===== src/rtl/semafor_pkg.sv =====
// rtl/semafor_pkg.sv - shared phase codes, state enum and output decode for the intersection sequencer
//
// Purpose : constants and types shared by secventiator_faze and its timer.
// Ports   : none (package).
// Config  : SECV_NOAPTE_EN only affects users of NOAPTE; the enum always carries it.
package semafor_pkg;

    localparam logic [1:0] COD_ROSU       = 2'b00;
    localparam logic [1:0] COD_GALBEN     = 2'b01;
    localparam logic [1:0] COD_VERDE      = 2'b10;
    localparam logic [1:0] COD_ROSU_TOTAL = 2'b11;

    typedef enum logic [2:0] {
        RT_A     = 3'd0,
        VERDE_V  = 3'd1,
        GALBEN_V = 3'd2,
        RT_B     = 3'd3,
        VERDE_O  = 3'd4,
        GALBEN_O = 3'd5,
        NOAPTE   = 3'd6
    } faza_t;

    typedef struct packed {
        logic [1:0] w_v;
        logic       tr_v;
        logic [1:0] w_o;
        logic       tr_o;
    } iesiri_t;

    // Output pattern seen by both light controllers for a given phase.
    function automatic iesiri_t decod_faza(faza_t f);
        iesiri_t r;
        case (f)
            VERDE_V:  r = '{COD_VERDE,      1'b0, COD_ROSU,       1'b0};
            GALBEN_V: r = '{COD_GALBEN,     1'b1, COD_ROSU,       1'b0};
            VERDE_O:  r = '{COD_ROSU,       1'b0, COD_VERDE,      1'b0};
            GALBEN_O: r = '{COD_ROSU,       1'b0, COD_GALBEN,     1'b1};
            NOAPTE:   r = '{COD_GALBEN,     1'b1, COD_GALBEN,     1'b1};
            default:  r = '{COD_ROSU_TOTAL, 1'b0, COD_ROSU_TOTAL, 1'b0};
        endcase
        return r;
    endfunction

endpackage


===== src/rtl/secventiator_faze_temporizator.sv =====
// rtl/secventiator_faze_temporizator.sv - phase tick counter with clear and terminal match
//
// Purpose : counts prescaler ticks inside one phase and flags the tick that ends it.
// Ports   : clk_i, rst_n_i (sync, active-low)
//           clr_i   - force counter to 0 on next edge (wins over en_i)
//           en_i    - counted tick this cycle
//           term_i  - terminal value (phase duration - 1)
//           cnt_o   - current count
//           exp_o   - 1 when this cycle's counted tick is the last of the phase
module temporizator_faza #(
    parameter int CNT_W = 8
) (
    input  logic             clk_i,
    input  logic             rst_n_i,
    input  logic             clr_i,
    input  logic             en_i,
    input  logic [CNT_W-1:0] term_i,
    output logic [CNT_W-1:0] cnt_o,
    output logic             exp_o
);

    logic [CNT_W-1:0] cnt_q, cnt_d;

    always_comb begin
        cnt_d = cnt_q;
        if (clr_i) begin
            cnt_d = '0;
        end else if (en_i) begin
            cnt_d = cnt_q + 1'b1;
        end
    end

    always_ff @(posedge clk_i) begin
        if (!rst_n_i) begin
            cnt_q <= '0;
        end else begin
            cnt_q <= cnt_d;
        end
    end

    assign cnt_o = cnt_q;
    assign exp_o = en_i && (cnt_q == term_i);

endmodule


===== src/rtl/secventiator_faze.sv =====
// rtl/secventiator_faze.sv - two-road intersection phase sequencer
//
// Purpose : timed cycle RT_A -> VERDE_V -> GALBEN_V -> RT_B -> VERDE_O -> GALBEN_O,
//           with early end of V green on a latched O-side request.
// Ports   : clk_i, rst_n_i (sync, active-low), enable_i, tick_i, cerere_o_i, noapte_i
//           w_v_o[1:0], tranzit_v_o, w_o_o[1:0], tranzit_o_o, enable_o (all registered)
// Config  : SECV_NOAPTE_EN adds the night state (both roads flashing yellow);
//           without it noapte_i is ignored.
module secventiator_faze
    import semafor_pkg::*;
#(
    parameter int CNT_W        = 8,
    parameter int T_VERDE_V    = 20,
    parameter int T_MIN_V      = 8,
    parameter int T_VERDE_O    = 15,
    parameter int T_GALBEN     = 3,
    parameter int T_ROSU_TOTAL = 2
) (
    input  logic       clk_i,
    input  logic       rst_n_i,
    input  logic       enable_i,
    input  logic       tick_i,
    input  logic       cerere_o_i,
    input  logic       noapte_i,
    output logic [1:0] w_v_o,
    output logic       tranzit_v_o,
    output logic [1:0] w_o_o,
    output logic       tranzit_o_o,
    output logic       enable_o
);

    localparam logic [CNT_W-1:0] TERM_VERDE_V = CNT_W'(T_VERDE_V - 1);
    localparam logic [CNT_W-1:0] TERM_VERDE_O = CNT_W'(T_VERDE_O - 1);
    localparam logic [CNT_W-1:0] TERM_GALBEN  = CNT_W'(T_GALBEN - 1);
    localparam logic [CNT_W-1:0] TERM_ROSU    = CNT_W'(T_ROSU_TOTAL - 1);
    localparam logic [CNT_W-1:0] PRAG_MIN_V   = CNT_W'(T_MIN_V - 1);

    faza_t            state_q, state_d;
    logic             cerere_q, cerere_d;
    iesiri_t          iesiri_q, iesiri_d;
    logic             enable_q;

    logic             cnt_en;
    logic             cnt_clr;
    logic             expirat;
    logic [CNT_W-1:0] term;
    logic [CNT_W-1:0] cnt;

    assign cnt_en = enable_i && tick_i;

    temporizator_faza #(.CNT_W(CNT_W)) u_temporizator (
        .clk_i   (clk_i),
        .rst_n_i (rst_n_i),
        .clr_i   (cnt_clr),
        .en_i    (cnt_en),
        .term_i  (term),
        .cnt_o   (cnt),
        .exp_o   (expirat)
    );

`ifndef SECV_NOAPTE_EN
    logic unused_noapte;
    assign unused_noapte = noapte_i;
`endif

    always_comb begin
        state_d  = state_q;
        cerere_d = cerere_q;
        term     = TERM_ROSU;

        case (state_q)
            VERDE_V:  term = TERM_VERDE_V;
            GALBEN_V: term = TERM_GALBEN;
            VERDE_O:  term = TERM_VERDE_O;
            GALBEN_O: term = TERM_GALBEN;
            default:  term = TERM_ROSU;
        endcase

        case (state_q)
            RT_A: begin
                if (expirat) state_d = VERDE_V;
`ifdef SECV_NOAPTE_EN
                if (cnt_en && noapte_i) state_d = NOAPTE;
`endif
            end
            // Natural expiry and early cut both land in GALBEN_V, so a
            // coinciding request cannot cause a double step.
            VERDE_V: begin
                if (expirat || (cnt_en && (cerere_q || cerere_o_i) && cnt >= PRAG_MIN_V))
                    state_d = GALBEN_V;
            end
            GALBEN_V: if (expirat) state_d = RT_B;
            RT_B: begin
                if (expirat) state_d = VERDE_O;
`ifdef SECV_NOAPTE_EN
                if (cnt_en && noapte_i) state_d = NOAPTE;
`endif
            end
            VERDE_O:  if (expirat) state_d = GALBEN_O;
            GALBEN_O: if (expirat) state_d = RT_A;
`ifdef SECV_NOAPTE_EN
            NOAPTE:   if (cnt_en && !noapte_i) state_d = RT_A;
`endif
            default:  state_d = RT_A;
        endcase

        // Requests are remembered even while frozen; serving O clears them.
        if (cerere_o_i && (state_q == RT_A || state_q == VERDE_V ||
                           state_q == GALBEN_V || state_q == RT_B))
            cerere_d = 1'b1;
        if (state_d == VERDE_O && state_q != VERDE_O)
            cerere_d = 1'b0;

        // Counter restarts on every phase change and stays at 0 in NOAPTE.
        cnt_clr  = (state_d != state_q) || (state_q == NOAPTE);
        iesiri_d = decod_faza(state_d);
    end

    always_ff @(posedge clk_i) begin
        if (!rst_n_i) begin
            state_q  <= RT_A;
            cerere_q <= 1'b0;
            iesiri_q <= decod_faza(RT_A);
            enable_q <= 1'b0;
        end else begin
            state_q  <= state_d;
            cerere_q <= cerere_d;
            iesiri_q <= iesiri_d;
            enable_q <= enable_i;
        end
    end

    assign w_v_o       = iesiri_q.w_v;
    assign tranzit_v_o = iesiri_q.tr_v;
    assign w_o_o       = iesiri_q.w_o;
    assign tranzit_o_o = iesiri_q.tr_o;
    assign enable_o    = enable_q;

endmodule


===== config.mk =====
export PLATFORM = sky130hd
export DESIGN_NAME = secventiator_faze
export DESIGN_NICKNAME = d
export VERILOG_FILES = /design/src/rtl/semafor_pkg.sv /design/src/rtl/secventiator_faze_temporizator.sv /design/src/rtl/secventiator_faze.sv
export SDC_FILE = /design/constraint.sdc
export NUM_CORES = 1
export LEC_CHECK = 0
export ABC_AREA = 1
export CAP_MARGIN = 20
export CORE_UTILIZATION = 50
export CTS_CLUSTER_SIZE = 30
export DETAILED_ROUTE_END_ITERATION = 7
export PLACE_DENSITY = 0.73
export SETUP_SLACK_MARGIN = 0.05
export SLEW_MARGIN = 20
export SYNTH_ARGS = -nofsm -noshare
export SYNTH_HDL_FRONTEND = slang
export SYNTH_HIERARCHICAL = 1
export SYNTH_SLANG_ARGS = --single-unit

===== constraint.sdc =====
create_clock -name clk_i -period 5.6 [get_ports clk_i]
set_clock_uncertainty 0.05 [all_clocks]
set_input_delay 1.68 -clock clk_i [delete_from_list [all_inputs] [get_ports clk_i]]
set_output_delay 1.68 -clock clk_i [all_outputs]
set_load 0.02 [all_outputs]

==> results.json, run 1 <==
{
  "synthArstFlopShare_pct": 0,
  "max-cap-violations": 0,
  "placementRows": 16,
  "grt_first_pass_wirelength_mm": 3.80,
  "grt_overflow": 0,
  "syn_area_per_cell_sq_um": 6.53,
  "syn_area_sq_mm": 0.00108,
  "initial_core_util_pct": 53.8,
  "ys_seq_elements": 19,
  "core_sq_mm": 0.00200,
  "routed_via_density": 4.88,
  "die_w_microns": 48.4,
  "setup_viol": 0,
  "regToRegSetupSlack_ns": 2.72,
  "h-tree-depth": 1,
  "root_buffer": "clkbuf_4",
  "finish.utilization_pct": 62.4,
  "synth_warnings": 6,
  "synth-edff-count": 0,
  "clkSinkCount": 19,
  "startpoint_type": "primary input",
  "route.antenna.remaining_nets": 0,
  "fmax_ghz": 0.251,
  "crit_required_ns": 5.81,
  "boundaryPins": 13,
  "status": "finished, final reports clean",
  "grt_setup_unrepaired": "no",
  "final_area_sq_mm": 0.00125,
  "drt_pass1_iterations": 4,
  "antenna_found_initial": 0,
  "synthFlopType": "dfxtp_1",
  "fin_crit_sh_pct": 71.0,
  "arrival_ns": 4.19,
  "cp_max_fo": 7,
  "cts_setup_buffers": 0,
  "clkTransAtPathRegs_ns": 0.11,
  "fin_crit_ns": 3.98,
  "synth_top_area_cell": "dfxtp_1",
  "drive_gt1_share_pct": 14.3,
  "synthTopCellsByArea": "dfxtp_1 35%, nand2_1 14%, inv_1 8.0%, nor2_1 8.0%, nand3_1 4.6%",
  "area_growth_pct": 15.9,
  "post_dp_cell_area_sq_mm": 0.00122,
  "insertion_delay_ns": 0.30,
  "finalHoldViolCount": 0,
  "final_nets": 190,
  "cts_resized": 0,
  "slew_violations": 0,
  "drc_errors": 0,
  "fin_tns_setup_ns": 0,
  "worst_setup_path_end_kind": "register",
  "route.vias.total": 1019,
  "ir_drop_mv": 0.145,
  "p_leak_nw": 0.558,
  "dp_hpwl_mm": 1.62,
  "drtIter0Drc": 67,
  "yosysSeqAreaShare_pct": 35.3,
  "synth_common_cells": "40 x nand2_1, 23 x inv_1, 23 x nor2_1",
  "die_area_sq_mm": 0.00234,
  "power_density_mw_per_mm2": 182,
  "hold_buffers": 0,
  "diodes": 0,
  "grtUsageTotal_pct": 21.0,
  "avgRoutedWirePerCell_microns": 10.2,
  "crit_type": "primary input to register",
  "chipHeight_microns": 48.4,
  "netlist_instances": 165,
  "first_global_vias": 900,
  "synth.most_common_cell": "nand2_1",
  "gp_congestion": 0.831,
  "synth.distinct_cells": 24,
  "min_path_type": "register to register",
  "grt_max_degree": 12,
  "synth_top_area_share_pct": 35.3,
  "routed_wl_mm": 2.14,
  "numCtsBuffers": 3,
  "ctsLongestPathBuffers": 2,
  "portBuffers": 11,
  "cts_tree": "yes"
}
-- critical path, cell delays in order --
cell and delay, ns:
clkdlybuf4s50_1 0.47, nand2_1 0.08, inv_1 0.12, inv_1 0.09
nor2_1 0.14, nand3_1 0.09, nor2_1 0.28, nor2_1 0.07
inv_1 0.12, nand3_2 0.12, inv_2 0.07, nand2_1 0.09
nand2_1 0.07, o211ai_1 0.13, nor2_4 0.22, inv_1 0.09
a21oi_1 0.12, o21a_1 0.12
-- state kept, by name, indices dropped and copies added, names as in the netlist --
signal / flops
enable_o: 1
u_temporizator/cnt_o: 8
state_q: 3
tranzit_v_o: 1
cerere_q: 1
w_v_o: 2
w_o_o: 2
tranzit_o_o: 1
-- metal layers --
layer  track usage [%]  up-vias  routed length [microns]
met2              34.0       33                      917
met1              26.4      442                     1050
li1                  -      540                        -
met4              9.31        0                       38
met5                 0        -                        0
met3              5.03        4                      130
-- worst paths after layout --
| path | cells after the start | to | start |
|---|---|---|---|
| setup / recovery | 18 | u_temporizator/cnt_o[2] | enable_i |
| hold / removal | 2 | u_temporizator/cnt_o[5] | u_temporizator/cnt_o[5] |
| setup reg to reg | 19 | u_temporizator/cnt_o[2] | state_q[2] |
| hold reg to reg | 2 | u_temporizator/cnt_o[5] | u_temporizator/cnt_o[5] |
-- layout by cell type, fill, tap and decap left out --
master / Yosys / routed
nand2_1: 40 / 40
inv_1: 23 / 23
nor2_1: 23 / 23
dfxtp_1: 19 / 19
clkdlybuf4s50_1: 0 / 11
nand3_1: 10 / 10
a21oi_1: 8 / 8
nand2_2: 6 / 6
inv_2: 5 / 5
nor2_2: 5 / 5
o21ai_0: 5 / 5
nor3_1: 4 / 4
conb_1: 1 / 4
clkbuf_4: 0 / 3
nor3_2: 2 / 2
nor4_1: 2 / 2
xnor2_1: 2 / 2
nor2_4: 2 / 2
nand3_2: 1 / 1
a22oi_1: 1 / 1
o211ai_1: 1 / 1
nor4_2: 1 / 1
clkinv_2: 0 / 1
o21a_1: 1 / 1
nand4_1: 1 / 1
ha_1: 1 / 1
-- final cells by class --
class	instances	area, sq um
fill	195	753
timing repair buffer	11	110
clock buffer	3	22.5
tap	27	33.8
inverter	28	105
clock inverter	1	5.00
multi-input combinational	120	592
sequential	19	380
-- cells by family (layout without fill, tap and decap cells) --
logic type / Yosys count / count (layout) / synth area share [%]
and+or+nand+nor: 97 / 97 / 42.6
DFF: 19 / 19 / 35.3
other: 1 / 4 / 0.348
xor gates and xnor gates: 2 / 2 / 1.63
AOI/OAI and AO/OA: 16 / 16 / 8.13
adders and majority gates: 1 / 1 / 1.16
buffers and inverters: 29 / 43 / 10.8
-- power breakdown --
part | switching, mW | internal [mW]
logic | 0.0102 | 0.00783
registers | 0.00183 | 0.137
clock network | 0.0440 | 0.0267
total | 0.0560 | 0.172
-- stage by stage --
step / hold slack [ns] / cells / total power [mW] / worst slack [ns]
finish: 0.503 / 209 / 0.228 / 1.62
global route: 0.544 / 209 / 0.241 / 1.36
CTS: 0.502 / 209 / 0.230 / 1.65
detailed placement: 0.484 / 205 / 0.160 / 1.34
global placement: 0.474 / 205 / 0.160 / 1.38
floorplan: 0.447 / 168 / 0.153 / 2.23
(Power assumes the default switching activity.)
==> inputs of run 2 (changes only) <==
==> constraint.sdc (replaced) <==
create_clock -name clk_i -period 3.7 [get_ports clk_i]
set_clock_uncertainty 0.05 [all_clocks]
set_input_delay 1.11 -clock clk_i [delete_from_list [all_inputs] [get_ports clk_i]]
set_output_delay 1.11 -clock clk_i [all_outputs]
set_load 0.02 [all_outputs]
==> results.json, run 2 (synthesis gave the netlist of run 1 again) <==
{
  "status": "finished, final reports clean",
  "finalHoldViolCount": 0,
  "route.vias.total": 1036,
  "post_dp_cell_area_sq_mm": 0.00123,
  "drc_errors": 0,
  "largest_reg_flops": 8,
  "hold_buffers": 0,
  "crit_type": "primary input to register",
  "mostFrequentLayoutCells": "40 x nand2_1, 23 x inv_1, 23 x nor2_1",
  "arrival_ns": 3.55,
  "p_leak_nw": 0.560,
  "routed_wl_mm": 2.06,
  "portBuffers": 11,
  "grtUsageTotal_pct": 20.0,
  "crit_chain": "clkdlybuf4s50_1 -> nand2_1 -> inv_1 -> inv_1 -> nor2_1 -> nand3_1 -> nor2_1 -> nor2_1 -> inv_1 -> nand3_2 -> inv_2 -> nand2_1 -> nand2_1 -> o211ai_1 -> nor2_4 -> inv_1 -> a21oi_1 -> o21a_1",
  "dp_hpwl_mm": 1.64,
  "cts_setup_buffers": 0,
  "startpoint_type": "primary input",
  "final_area_sq_mm": 0.00125,
  "initial_core_util_pct": 53.8,
  "grt_overflow": 0,
  "fin_crit_ns": 3.36,
  "first_global_vias": 894,
  "insertion_delay_ns": 0.29,
  "routed_via_density": 4.93,
  "cp_max_fo": 5,
  "ir_drop_mv": 0.249,
  "numCtsBuffers": 3,
  "startpoint": "enable_i",
  "cp_slowest_stage_delay_ns": 0.48,
  "cts_tree": "yes",
  "placementRows": 16,
  "crit_required_ns": 3.89,
  "h-tree-depth": 1,
  "fin_tns_setup_ns": 0,
  "critPathMostFrequentCell": "inv_1",
  "ctsLongestPathBuffers": 2,
  "drive_gt1_share_pct": 14.2,
  "hold_slack_ns": 0.497,
  "fin_crit_sh_pct": 90.8,
  "power_density_mw_per_mm2": 270,
  "max-cap-violations": 0,
  "final_nets": 191,
  "die_area_sq_mm": 0.00234,
  "setup_viol": 0,
  "cts_resized": 0,
  "grt_max_degree": 11,
  "drt_pass1_iterations": 4,
  "antenna_found_initial": 0,
  "gp_congestion": 0.818,
  "min_path_type": "register to register",
  "core_sq_mm": 0.00200,
  "avgRoutedWirePerCell_microns": 9.80,
  "fmax_ghz": 0.298,
  "finish.utilization_pct": 62.7,
  "slowest_stage": "clkdlybuf4s50_1",
  "area_growth_pct": 16.5,
  "root_buffer": "clkbuf_4",
  "clkSinkCount": 19,
  "drtIter0Drc": 21,
  "route.antenna.remaining_nets": 0,
  "chipHeight_microns": 48.4,
  "final_common_cell": "nand2_1",
  "boundaryPins": 13,
  "min-delay-start": "u_temporizator/cnt_o[1]",
  "die_w_microns": 48.4,
  "p_total_mw": 0.338,
  "worst_setup_path_end_kind": "register",
  "grt_first_pass_wirelength_mm": 3.66,
  "slew_violations": 0,
  "diodes": 0,
  "reg2reg_from": "state_q[2]",
  "grt_setup_unrepaired": "no",
  "clkTransAtPathRegs_ns": 0.09
}
==> run 2: cell count changes in the layout (fill, tap and decap cells not counted), sizes merged <==
| cell | previous run | this run |
|---|---|---|
| buf | 0 | 1 |
| clkbuf | 3 | 4 |
| clkinv | 1 | 0 |
==> run 2: power breakdown <==
part	total, mW	internal (mW)	switching, mW
logic	0.0280	0.0125	0.0155
clock network	0.100	0.0420	0.0581
registers	0.210	0.208	0.00266
==> run 2: final timing paths <==
| check | end | cells past startpoint | slack (ns) |
|---|---|---|---|
| setup / recovery | u_temporizator/cnt_o[2] | 18 | 0.34 |
| setup reg to reg | u_temporizator/cnt_o[2] | 19 | 0.95 |
| hold / removal | u_temporizator/cnt_o[1] | 2 | 0.50 |
| hold reg to reg | u_temporizator/cnt_o[1] | 2 | 0.50 |
==> run 2: worst max-delay path: cells and delay by family <==
family / cells / cell delay, ns
AO/OA/AOI/OAI: 3 / 0.36
buffers and inverters: 6 / 0.94
AND/OR/NAND/NOR: 9 / 1.13
==> run 2: area by class of cell <==
| type | count | area (sq um) |
|---|---|---|
| Inverter | 28 | 105 |
| Sequential cell | 19 | 380 |
| Clock buffer | 4 | 26.3 |
| Tap cell | 27 | 33.8 |
| Multi-Input combinational cell | 120 | 592 |
| Fill cell | 195 | 747 |
| Timing Repair Buffer | 12 | 118 |
==> run 2: per-stage QoR <==
| step | setup slack, ns | instances |
|---|---|---|
| after floorplan | 0.899 | 168 |
| after global placement | 0.0976 | 206 |
| after detailed placement | 0.0380 | 206 |
| after CTS | 0.350 | 210 |
| after global routing | 0.0996 | 210 |
| final | 0.339 | 210 |
==> run 2: layer usage <==
| layer | global-route usage [%] | vias to the layer above | wire, microns |
|---|---|---|---|
| met5 | 0 | - | 0 |
| met4 | 4.41 | 0 | 15 |
| met3 | 5.97 | 2 | 160 |
| met2 | 34.3 | 29 | 927 |
| met1 | 24.6 | 462 | 953 |
| li1 | - | 543 | - |
